`config.mk`:
```
export PLATFORM = sky130hd
export DESIGN_NAME = addr_select_encoder_flat
export DESIGN_NICKNAME = d
export VERILOG_FILES = /design/src/rtl/addr_select_encoder_if.sv /design/src/rtl/addr_select_encoder.sv /design/src/flat_wrapper.sv
export SDC_FILE = /design/constraint.sdc
export NUM_CORES = 1
export LEC_CHECK = 0
export BUFFER_PORTS_ARGS = -buffer_cell sky130_fd_sc_hd__buf_4
export CAP_MARGIN = 20
export CORE_MARGIN = 8
export CORE_UTILIZATION = 51
export CTS_CLUSTER_SIZE = 20
export DETAILED_ROUTE_END_ITERATION = 8
export GPL_TIMING_DRIVEN = 0
export HOLD_SLACK_MARGIN = 0.06
export PLACE_DENSITY = 0.76
export SETUP_SLACK_MARGIN = 0.5
export SYNTH_ARGS = -nofsm -noshare
export SYNTH_HDL_FRONTEND = slang
export SYNTH_SLANG_ARGS = --single-unit
```
`constraint.sdc`:
```
create_clock -name CLK -period 4.2 [get_ports CLK]
set_input_delay 0.63 -clock CLK [delete_from_list [all_inputs] [get_ports CLK]]
set_output_delay 0.63 -clock CLK [all_outputs]
set_load 0.02 [all_outputs]
```
`src/rtl/addr_select_encoder_if.sv`:
```
// Bus bundle for addr_select_encoder: capture inputs, decoded results and serial stream.
// The DUT uses the slave modport; the driver/monitor side uses master.
interface addr_select_encoder_if #(
    parameter int ERR_W = 4
);
    logic             SAMPLE;
    logic [7:0]       AXN;
    logic [7:0]       AX0N_HI;
    logic [7:0]       AYN;
    logic [8:0]       EXP_ADDR;
    logic             CLR_ERR;
    logic [8:0]       ADDR;
    logic [2:0]       GRP_ERR;
    logic             MISMATCH;
    logic             DONE;
    logic             SER_DATA;
    logic             SER_VALID;
    logic             BUSY;
    logic             OVERRUN;
    logic [ERR_W-1:0] ERR_CNT;
    logic [1:0]       dbg_state;

    modport master (
        output SAMPLE, AXN, AX0N_HI, AYN, EXP_ADDR, CLR_ERR,
        input  ADDR, GRP_ERR, MISMATCH, DONE, SER_DATA, SER_VALID, BUSY,
               OVERRUN, ERR_CNT, dbg_state
    );

    modport slave (
        input  SAMPLE, AXN, AX0N_HI, AYN, EXP_ADDR, CLR_ERR,
        output ADDR, GRP_ERR, MISMATCH, DONE, SER_DATA, SER_VALID, BUSY,
               OVERRUN, ERR_CNT, dbg_state
    );
endinterface

```
`src/rtl/addr_select_encoder.sv`:
```
// Reads back the core-memory X/Y drive-line decode, re-encodes it to a 9-bit
// address, checks it against the expected address and shifts it out serially.
module addr_select_encoder #(
    parameter int ERR_W = 4
) (
    input logic                 CLK,
    input logic                 RESET,
    addr_select_encoder_if.slave bus
);
    // Handshake: SAMPLE is accepted only while BUSY is low; a SAMPLE seen while
    // BUSY is dropped and flags OVERRUN. SER_VALID qualifies SER_DATA, no backpressure.
    typedef enum logic [1:0] {
        IDLE  = 2'd0,
        CHECK = 2'd1,
        SHIFT = 2'd2
    } state_t;

    state_t           state_q, state_d;
    logic [3:0]       idx_q;
    logic [7:0]       axn_q, axh_q, ayn_q;
    logic [8:0]       exp_q;
    logic [8:0]       sreg_q;
    logic [8:0]       addr_q;
    logic [2:0]       grp_q;
    logic             mis_q;
    logic             done_q;
    logic             ovr_q;
    logic [ERR_W-1:0] cnt_q;

    logic [3:0]       xl_c, xh_c, y_c;
    logic [8:0]       addr_c;
    logic [2:0]       grp_c;
    logic             mis_c;
    logic             fail_c;
    logic             busy_c, ser_valid_c, ser_data_c;

    // Returns {error, field}: field is the lowest set index, error unless exactly one bit set.
    function automatic logic [3:0] enc_onehot(input logic [7:0] v);
        logic [2:0] f;
        logic [3:0] n;
        f = '0;
        n = '0;
        for (int i = 7; i >= 0; i--) begin
            if (v[i]) f = 3'(i);
        end
        for (int i = 0; i < 8; i++) begin
            n = n + {3'b000, v[i]};
        end
        return {(n != 4'd1), f};
    endfunction

    always_comb begin
        xl_c   = enc_onehot(~axn_q);
        xh_c   = enc_onehot(~axh_q);
        y_c    = enc_onehot(~ayn_q);
        addr_c = {xh_c[2:0], y_c[2:0], xl_c[2:0]};
        grp_c  = {y_c[3], xh_c[3], xl_c[3]};
        mis_c  = (addr_c != exp_q);
        fail_c = (|grp_c) | mis_c;
    end

    // State register
    always_ff @(posedge CLK or posedge RESET) begin
        if (RESET) state_q <= IDLE;
        else       state_q <= state_d;
    end

    // Next-state logic
    always_comb begin
        state_d = state_q;
        unique case (state_q)
            IDLE:    if (bus.SAMPLE) state_d = CHECK;
            CHECK:   state_d = SHIFT;
            SHIFT:   if (idx_q == 4'd8) state_d = IDLE;
            default: state_d = IDLE;
        endcase
    end

    // Output logic
    always_comb begin
        busy_c      = (state_q != IDLE);
        ser_valid_c = (state_q == SHIFT);
        ser_data_c  = ser_valid_c & sreg_q[0];
    end

    always_ff @(posedge CLK or posedge RESET) begin
        if (RESET) begin
            axn_q  <= '0;
            axh_q  <= '0;
            ayn_q  <= '0;
            exp_q  <= '0;
            sreg_q <= '0;
            idx_q  <= '0;
            addr_q <= '0;
            grp_q  <= '0;
            mis_q  <= 1'b0;
            done_q <= 1'b0;
        end else begin
            done_q <= (state_q == CHECK);
            if (state_q == IDLE && bus.SAMPLE) begin
                axn_q <= bus.AXN;
                axh_q <= bus.AX0N_HI;
                ayn_q <= bus.AYN;
                exp_q <= bus.EXP_ADDR;
            end
            if (state_q == CHECK) begin
                addr_q <= addr_c;
                grp_q  <= grp_c;
                mis_q  <= mis_c;
                sreg_q <= addr_c;
                idx_q  <= '0;
            end
            if (state_q == SHIFT) begin
                sreg_q <= {1'b0, sreg_q[8:1]};
                idx_q  <= idx_q + 4'd1;
            end
        end
    end

    // Error bookkeeping; a clear on the same edge beats an increment or overrun set.
    always_ff @(posedge CLK or posedge RESET) begin
        if (RESET) begin
            cnt_q <= '0;
            ovr_q <= 1'b0;
        end else begin
            if (bus.CLR_ERR)
                cnt_q <= '0;
            else if (state_q == CHECK && fail_c && !(&cnt_q))
                cnt_q <= cnt_q + 1'b1;

            if (bus.CLR_ERR)
                ovr_q <= 1'b0;
            else if (bus.SAMPLE && state_q != IDLE)
                ovr_q <= 1'b1;
        end
    end

    assign bus.ADDR      = addr_q;
    assign bus.GRP_ERR   = grp_q;
    assign bus.MISMATCH  = mis_q;
    assign bus.DONE      = done_q;
    assign bus.SER_DATA  = ser_data_c;
    assign bus.SER_VALID = ser_valid_c;
    assign bus.BUSY      = busy_c;
    assign bus.OVERRUN   = ovr_q;
    assign bus.ERR_CNT   = cnt_q;
    assign bus.dbg_state = state_q;

endmodule

```
`src/flat_wrapper.sv`:
```
// flat-port wrapper written by rule: the top's interface ports become plain ports
module addr_select_encoder_flat 
#(
    parameter int ERR_W = 4
)
  (CLK, RESET, bus_SAMPLE, bus_AXN, bus_AX0N_HI, bus_AYN, bus_EXP_ADDR, bus_CLR_ERR, bus_ADDR, bus_GRP_ERR, bus_MISMATCH, bus_DONE, bus_SER_DATA, bus_SER_VALID, bus_BUSY, bus_OVERRUN, bus_ERR_CNT, bus_dbg_state);
  addr_select_encoder_if #(.ERR_W(ERR_W)) bus_i ();
  input logic CLK;
  input logic RESET;
  input wire logic [$bits(bus_i.SAMPLE)-1:0] bus_SAMPLE;
  input wire logic [$bits(bus_i.AXN)-1:0] bus_AXN;
  input wire logic [$bits(bus_i.AX0N_HI)-1:0] bus_AX0N_HI;
  input wire logic [$bits(bus_i.AYN)-1:0] bus_AYN;
  input wire logic [$bits(bus_i.EXP_ADDR)-1:0] bus_EXP_ADDR;
  input wire logic [$bits(bus_i.CLR_ERR)-1:0] bus_CLR_ERR;
  output wire logic [$bits(bus_i.ADDR)-1:0] bus_ADDR;
  output wire logic [$bits(bus_i.GRP_ERR)-1:0] bus_GRP_ERR;
  output wire logic [$bits(bus_i.MISMATCH)-1:0] bus_MISMATCH;
  output wire logic [$bits(bus_i.DONE)-1:0] bus_DONE;
  output wire logic [$bits(bus_i.SER_DATA)-1:0] bus_SER_DATA;
  output wire logic [$bits(bus_i.SER_VALID)-1:0] bus_SER_VALID;
  output wire logic [$bits(bus_i.BUSY)-1:0] bus_BUSY;
  output wire logic [$bits(bus_i.OVERRUN)-1:0] bus_OVERRUN;
  output wire logic [$bits(bus_i.ERR_CNT)-1:0] bus_ERR_CNT;
  output wire logic [$bits(bus_i.dbg_state)-1:0] bus_dbg_state;
  assign bus_i.SAMPLE = bus_SAMPLE;
  assign bus_i.AXN = bus_AXN;
  assign bus_i.AX0N_HI = bus_AX0N_HI;
  assign bus_i.AYN = bus_AYN;
  assign bus_i.EXP_ADDR = bus_EXP_ADDR;
  assign bus_i.CLR_ERR = bus_CLR_ERR;
  assign bus_ADDR = bus_i.ADDR;
  assign bus_GRP_ERR = bus_i.GRP_ERR;
  assign bus_MISMATCH = bus_i.MISMATCH;
  assign bus_DONE = bus_i.DONE;
  assign bus_SER_DATA = bus_i.SER_DATA;
  assign bus_SER_VALID = bus_i.SER_VALID;
  assign bus_BUSY = bus_i.BUSY;
  assign bus_OVERRUN = bus_i.OVERRUN;
  assign bus_ERR_CNT = bus_i.ERR_CNT;
  assign bus_dbg_state = bus_i.dbg_state;
  addr_select_encoder #(.ERR_W(ERR_W)) u_core (.CLK(CLK), .RESET(RESET), .bus(bus_i));
endmodule
```
; Word-level counts from Yosys, hierarchy flattened
; Index checks and enable logic that the tools add are counted.
[totals]
in_bits = 37
output_inout_bits = 24
wordCells = 98
register_bits = 67
[classes]
reduce_logical = 13
n_bitwise = 5
muxes = 35
add_sub_neg = 23
n_eq_ne = 9
[ops]
columns = operator, n
row1 = $add 4x1->4, 18
row2 = $mux 3, 24
row3 = $not 8->8, 3
row4 = $mux 9, 2
row5 = $mux 4, 4
row6 = $ne 4x1->1 const B, 3
row7 = $ne 9x9->1, 1
row8 = $add 4x1->4 const B, 2
row9 = $reduce_bool 2->1, 4
row10 = $add 1x1->2, 3
row11 = $pmux 2 s3, 1
row12 = $eq 4x4->1 const B, 1
row13 = $logic_and 1x1->1, 4
row14 = $mux 2, 2
row15 = $reduce_and 4->1, 1
row16 = $reduce_or 3->1, 1
row17 = $eq 2x1->1 const B, 1
row18 = $eq 2x2->1 const B, 1
row19 = $logic_not 2->1, 1
row20 = $mux 1, 2
row21 = $ne 2x1->1 const B, 1
row22 = $ne 2x2->1 const B, 1
row23 = $reduce_and 2->1, 1
row24 = $and 1x1->1, 1
row25 = 2 further kinds, 2

; Depth between registers and ports, before layout
[logic_depth]
ltp_word = 15
mapped_depth = 14
mapped_depth_nobuf = 14

; Worst setup path before layout
; OpenSTA, ideal clock, no wires.
[synth_timing]
path_type = reg-to-reg
start = reg u_core.axn_q[0]
end = reg u_core.cnt_q[0], in the netlist u_core.bus.ERR_CNT[0]
path_stages_with_launch = 15
slack_ps = -93
arrival_time_ps = 4168
synth_period_minus_slack_ps = 4293
t_required_ps = 4075
setup_time_ps = 125
n_path_buf = 0
cell_sequence = dfrtp_1 -> inv_1 -> ha_1 -> fa_1 -> fa_1 -> inv_1 -> fa_1 -> fa_1 -> nor3b_1 -> a31oi_1 -> or4_1 -> nor3b_2 -> nor4b_4 -> nor2b_2 -> mux2_4
[synth_between]
elab_chain_cells = 14
elab_cells_between_ends = 16
classes_between = 7 x add/sub / 2 x eq/ne / 1 x mux / 2 x bitwise / 4 x reduce/logical
[synth_lines]
columns = element, line
row1 = start: declaration, addr_select_encoder.sv:20  ; logic [7:0] axn_q, axh_q, ayn_q;
row2 = start signal: assignment, addr_select_encoder.sv:101  ; axn_q <= bus.AXN;
row3 = $not 8->8 *, addr_select_encoder.sv:53  ; xl_c = enc_onehot(~axn_q);
row4 = $add 1x1->2, addr_select_encoder.sv:47  ; n = n + {3'b000, v[i]};
row5 = $add 4x1->4 (6 in series), addr_select_encoder.sv:47
row6 = $ne 4x1->1, addr_select_encoder.sv:49  ; return {(n != 4'd1), f};
row7 = $reduce_or 3->1, addr_select_encoder.sv:59  ; fail_c = (|grp_c) | mis_c;
row8 = $or 1x1->1 *, addr_select_encoder.sv:59
row9 = $logic_and 1x1->1 * (2 in series), addr_select_encoder.sv:128  ; else if (state_q == CHECK && fail_c && !(&cnt_q))
row10 = $reduce_bool 2->1 (no line) *, n/a
row11 = end signal: assignment, addr_select_encoder.sv:129  ; cnt_q <= cnt_q + 1'b1;
row12 = end: declaration, addr_select_encoder.sv:28  ; logic [ERR_W-1:0] cnt_q;
; Mark *: on every way between the ends. The rest lies on a longest branch, timed or not.
; A chain may end at the register's enable or synchronous reset.

; Final worst setup path
[layout_timing]
start = reg u_core.axh_q[0]
end = reg u_core.cnt_q[0], in the netlist u_core.bus.ERR_CNT[0]
[layout_between]
elab_chain_cells = 14
elab_cells_between_ends = 16
classes_between = 7 x add/sub / 2 x eq/ne / 1 x mux / 2 x bitwise / 4 x reduce/logical
[layout_lines]
columns = element, line
row1 = start: declaration, addr_select_encoder.sv:20
row2 = start signal: assignment, addr_select_encoder.sv:102  ; axh_q <= bus.AX0N_HI;
row3 = $not 8->8 *, addr_select_encoder.sv:54  ; xh_c = enc_onehot(~axh_q);
row4 = $add 1x1->2, addr_select_encoder.sv:47
row5 = $add 4x1->4 (6 in series), addr_select_encoder.sv:47
row6 = $ne 4x1->1, addr_select_encoder.sv:49
row7 = $reduce_or 3->1, addr_select_encoder.sv:59
row8 = $or 1x1->1 *, addr_select_encoder.sv:59
row9 = $logic_and 1x1->1 * (2 in series), addr_select_encoder.sv:128
row10 = $reduce_bool 2->1 (no line) *, n/a
; Marks and branches as above.

==> qor.csv <==
stage,metric,value,unit
critical_path,startpoint types,flop,
critical_path,Crit Path Class,reg2reg,
pwr,NetSw,1.949,mW
floorplan,Rows,31,
synthesis,sequential share of the synthesized area,45.45,%
outcome,failing checks,setup timing,
global_route,GRT Total Usage,17.37,%
clock_network,CTS tree,built,
sta,Worst Clk Skew,4.595,ps
global_route,GRT overflow,0,
sta,Slew Limit Fails,0,
sta,minimum clock period,4311,ps
route,first-pass iteration count of the detailed router,4,
floorplan,Die H,101.0,µm
clock_network,clock transition at the registers of the reported paths,70,ps
cells_and_area,final instance area,0.004587,mm²
placement,dpl hpwl,6175,µm
sta,Slew headroom,45.58,%
critical_path,crit end category,flop,
route,vias,2796,
clock_network,Clock Tree Root,clkbuf_8,
synthesis,post-synthesis cell type count,46,
critical_path,RR Endpoint,u_core.bus.ERR_CNT[0]$_DFFE_PP0P_,
sta,worst setup margin,-110.8,ps
placement,DP Area,0.004275,mm²
global_route,initial antenna violation count,0,
sta,period utilisation layout,102.6,%
critical_path,Critical Path Sink,u_core.bus.ERR_CNT[0]$_DFFE_PP0P_,
critical_path,"Data required, critical path",4430,ps
sta,setup TNS,-279.5,ps
floorplan,Die Area,0.01021,mm²
critical_path,Worst Setup SP,u_core.axh_q[0]$_DFFE_PP0P_,
synthesis,area of the mapped netlist,0.003689,mm²
critical_path,Worst Path Max Fanout,2,
placement,# port buffers,60,
pwr,register share of total power,26.3,%
sta,Achievable Freq,0.2320,GHz
placement,GPL Wtd Cong,0.8346,
cells_and_area,fin nets,487,
clock_network,CTS Sinks,67,
floorplan,Die Span X,101.0,µm
pwr,Cell Pwr Density,980.8,mW/mm²
pwr,PnR Total Power,4.499,mW
global_route,first-pass GRT wire length,13890,µm
route,WL/cell,15.68,µm
synthesis,synth cell count leaders,"67 x dfrtp_1, 38 x mux2_2, 35 x inv_1",
synthesis,post-synthesis net count,410,
min_path,Hold Path Class,in2async,
pwr,combinational share of power,60.6,%
critical_path,CP arrival,4540,ps
outcome,status,"finished, violations left",
clock_network,worst-skew pair later-pin latency,340,ps
route,post-route antenna net violation count,0,
global_route,largest net degree at the start of global routing,68,
critical_path,Critical R2R Launch,u_core.axh_q[0]$_DFFE_PP0P_,
synthesis,"EDFF count, synth",0,
synthesis,syn_area_per_cell,10.66,µm²
sta,RSZ-0062 raised after global routing,yes,
cells_and_area,"Area growth, synth to finish",24.36,%
floorplan,Initial Utilization,51.68,%
global_route,vias in the first global route,2914,
route,initial DRC count,100,
synthesis,biggest area consumer among synthesized cells,dfrtp_1,
sta,final setup vio count,4,
pwr,Lkg Pwr,2.125,nW
synthesis,"Async S/R FF share, synth",100.0,%
cells_and_area,share of layout cells above drive strength 1,35.05,%
floorplan,core area,0.007137,mm²
critical_path,FF-to-FF path depth,14,
pwr,Power Internal,2.550,mW
floorplan,I/O pin total,61,
clock_network,maximum root-to-sink buffer count,2,
clock_network,H-tree level count,3,
pwr,worst vdd ir,421.5,µV
synthesis,Yosys reg bits,67,
route,drt drc,0,
route,DRT Wirelength,8265,µm
pwr,switching power share of the total,43.32,%
synthesis,YS warnings,0,
cells_and_area,Antenna Cells,0,
synthesis,Syn Inst Count,346,
sta,endpoints failing hold,0,
run,total of max-cap violations,0,
synthesis,Synth top area share,45.45,%
synthesis,top post-synthesis cells by area,"dfrtp_1 45%, mux2_2 12%, fa_1 6.5%",
route,vias per std cell,5.306,
synthesis,"count leader, synth",dfrtp_1,
pwr,Clock Power Share,13.1,%
critical_path,R2R setup slack,-110,ps
clock_network,total CTS buffers,9,
cells_and_area,Final Core Density,64.27,%
sta,Worst Tran Pin Value,816.3,ps
synthesis,Synth Flop Type,dfrtp_1,
cells_and_area,fillers,600,
[per-layer routing]
metal  global-route usage [%]  part of all wire [%]  vias to the layer above
li1                         -                     -                     1330
met1                    20.58                    42                     1388
met2                    29.50                    51                       68
met3                    4.213                   5.1                       10
met4                    6.758                   1.3                        0
met5                        0                     0                        -
[worst max-delay path: stages (launching register included)]
cell and delay (ps):
dfrtp_1 400, inv_2 90, ha_4 200, fa_1 450
fa_1 490, inv_1 50, fa_2 350, fa_1 500
and3b_1 170, a31oi_2 130, or4_4 530, nor3b_2 160
nor4b_4 290, nor2b_2 100, mux2_4 300
[cell usage in the layout, fill, tap and decap left out, types with 9 or more instances in the layout]
cell,synthesis,final
buf_4,0,66
dfrtp_1,67,66
mux2_2,38,38
nand2_1,33,33
inv_1,35,31
nor2_1,26,26
a21oi_1,17,17
o21ai_0,15,13
ha_1,15,13
fa_1,12,10
nand2b_1,9,9
clkbuf_8,0,9
[power by group through the flow]
stage,sequential [mW],combinational (mW),clock [mW]
floorplan,1.20,1.86,0
global placement,1.17,2.37,0
detailed placement,1.19,2.56,0
CTS,1.18,2.62,0.600
global route,1.23,3.09,0.630
finish,1.18,2.73,0.589
[timing repair]
| action | CTS | global route |
|---|---|---|
| resized for setup | 7 | 6 |
| hold buffers | 0 | 0 |
| pin swaps | 5 | 1 |
| setup buffers | 3 | 3 |
| endpoints found under the setup margin | 4 | 4 |
[final cells by class]
| class | count | area (µm²) | share of cell area (%) |
|---|---|---|---|
| clock buffer | 9 | 123.9 | 2.700 |
| multi-input combinational | 232 | 1894 | 41.30 |
| inverter | 37 | 141.4 | 3.082 |
| sequential | 67 | 1678 | 36.58 |
| timing repair buffer | 66 | 495.5 | 10.80 |
| buffer | 10 | 37.54 | 0.8183 |
| tap | 99 | 123.9 | 2.700 |
| clock inverter | 7 | 92.59 | 2.019 |
[stage by stage]
step                      hold WS, ps  worst slack, ps  instances
after floorplan                 451.6            31.92        346
after global placement          468.6           -219.4        505
after detailed placement        481.6           -305.7        505
after CTS                       471.8           -161.9        524
after global routing            474.8           -267.0        527
final                           452.6           -110.8        527
[cells by family after synthesis]
family                   share of synthesized area, %
AO/OA/AOI/OAI                                   8.683
XOR/XNOR                                       0.7125
adder cells (fa/ha/maj)                         11.60
buffers and inverters                           4.783
flip-flops                                      45.45
multiplexers                                    12.55
AND/OR/NAND/NOR                                 16.21
[sequential cells by signal (all words and copies together), names as in the netlist, 3 cells and up]
| signal | flops |
|---|---|
| u_core.exp_q | 9 |
| u_core.bus.GRP_ERR | 3 |
| u_core.axh_q | 8 |
| u_core.idx_q | 4 |
| u_core.bus.ADDR | 9 |
| u_core.axn_q | 8 |
| u_core.ayn_q | 8 |
| u_core.sreg_q | 9 |
| u_core.bus.ERR_CNT | 4 |
[worst min-delay path by stage]
stage | cells after the start | slack, ps | end | from
after global routing | 2 | 470 | u_core.bus.ERR_CNT[3]$_DFFE_PP0P_ | bus_CLR_ERR
final | 2 | 450 | u_core.bus.ADDR[2]$_DFFE_PP0P_ | RESET
after floorplan | 1 | 450 | u_core.idx_q[3]$_DFFE_PP0P_ | u_core.idx_q[3]$_DFFE_PP0P_
after CTS | 2 | 470 | u_core.bus.ERR_CNT[2]$_DFFE_PP0P_ | bus_CLR_ERR
after global placement | 2 | 470 | u_core.bus.ADDR[0]$_DFFE_PP0P_ | u_core.bus.ADDR[0]$_DFFE_PP0P_
after detailed placement | 1 | 480 | u_core.idx_q[3]$_DFFE_PP0P_ | u_core.idx_q[3]$_DFFE_PP0P_
No activity file was read; power rests on OpenSTA's default activity.
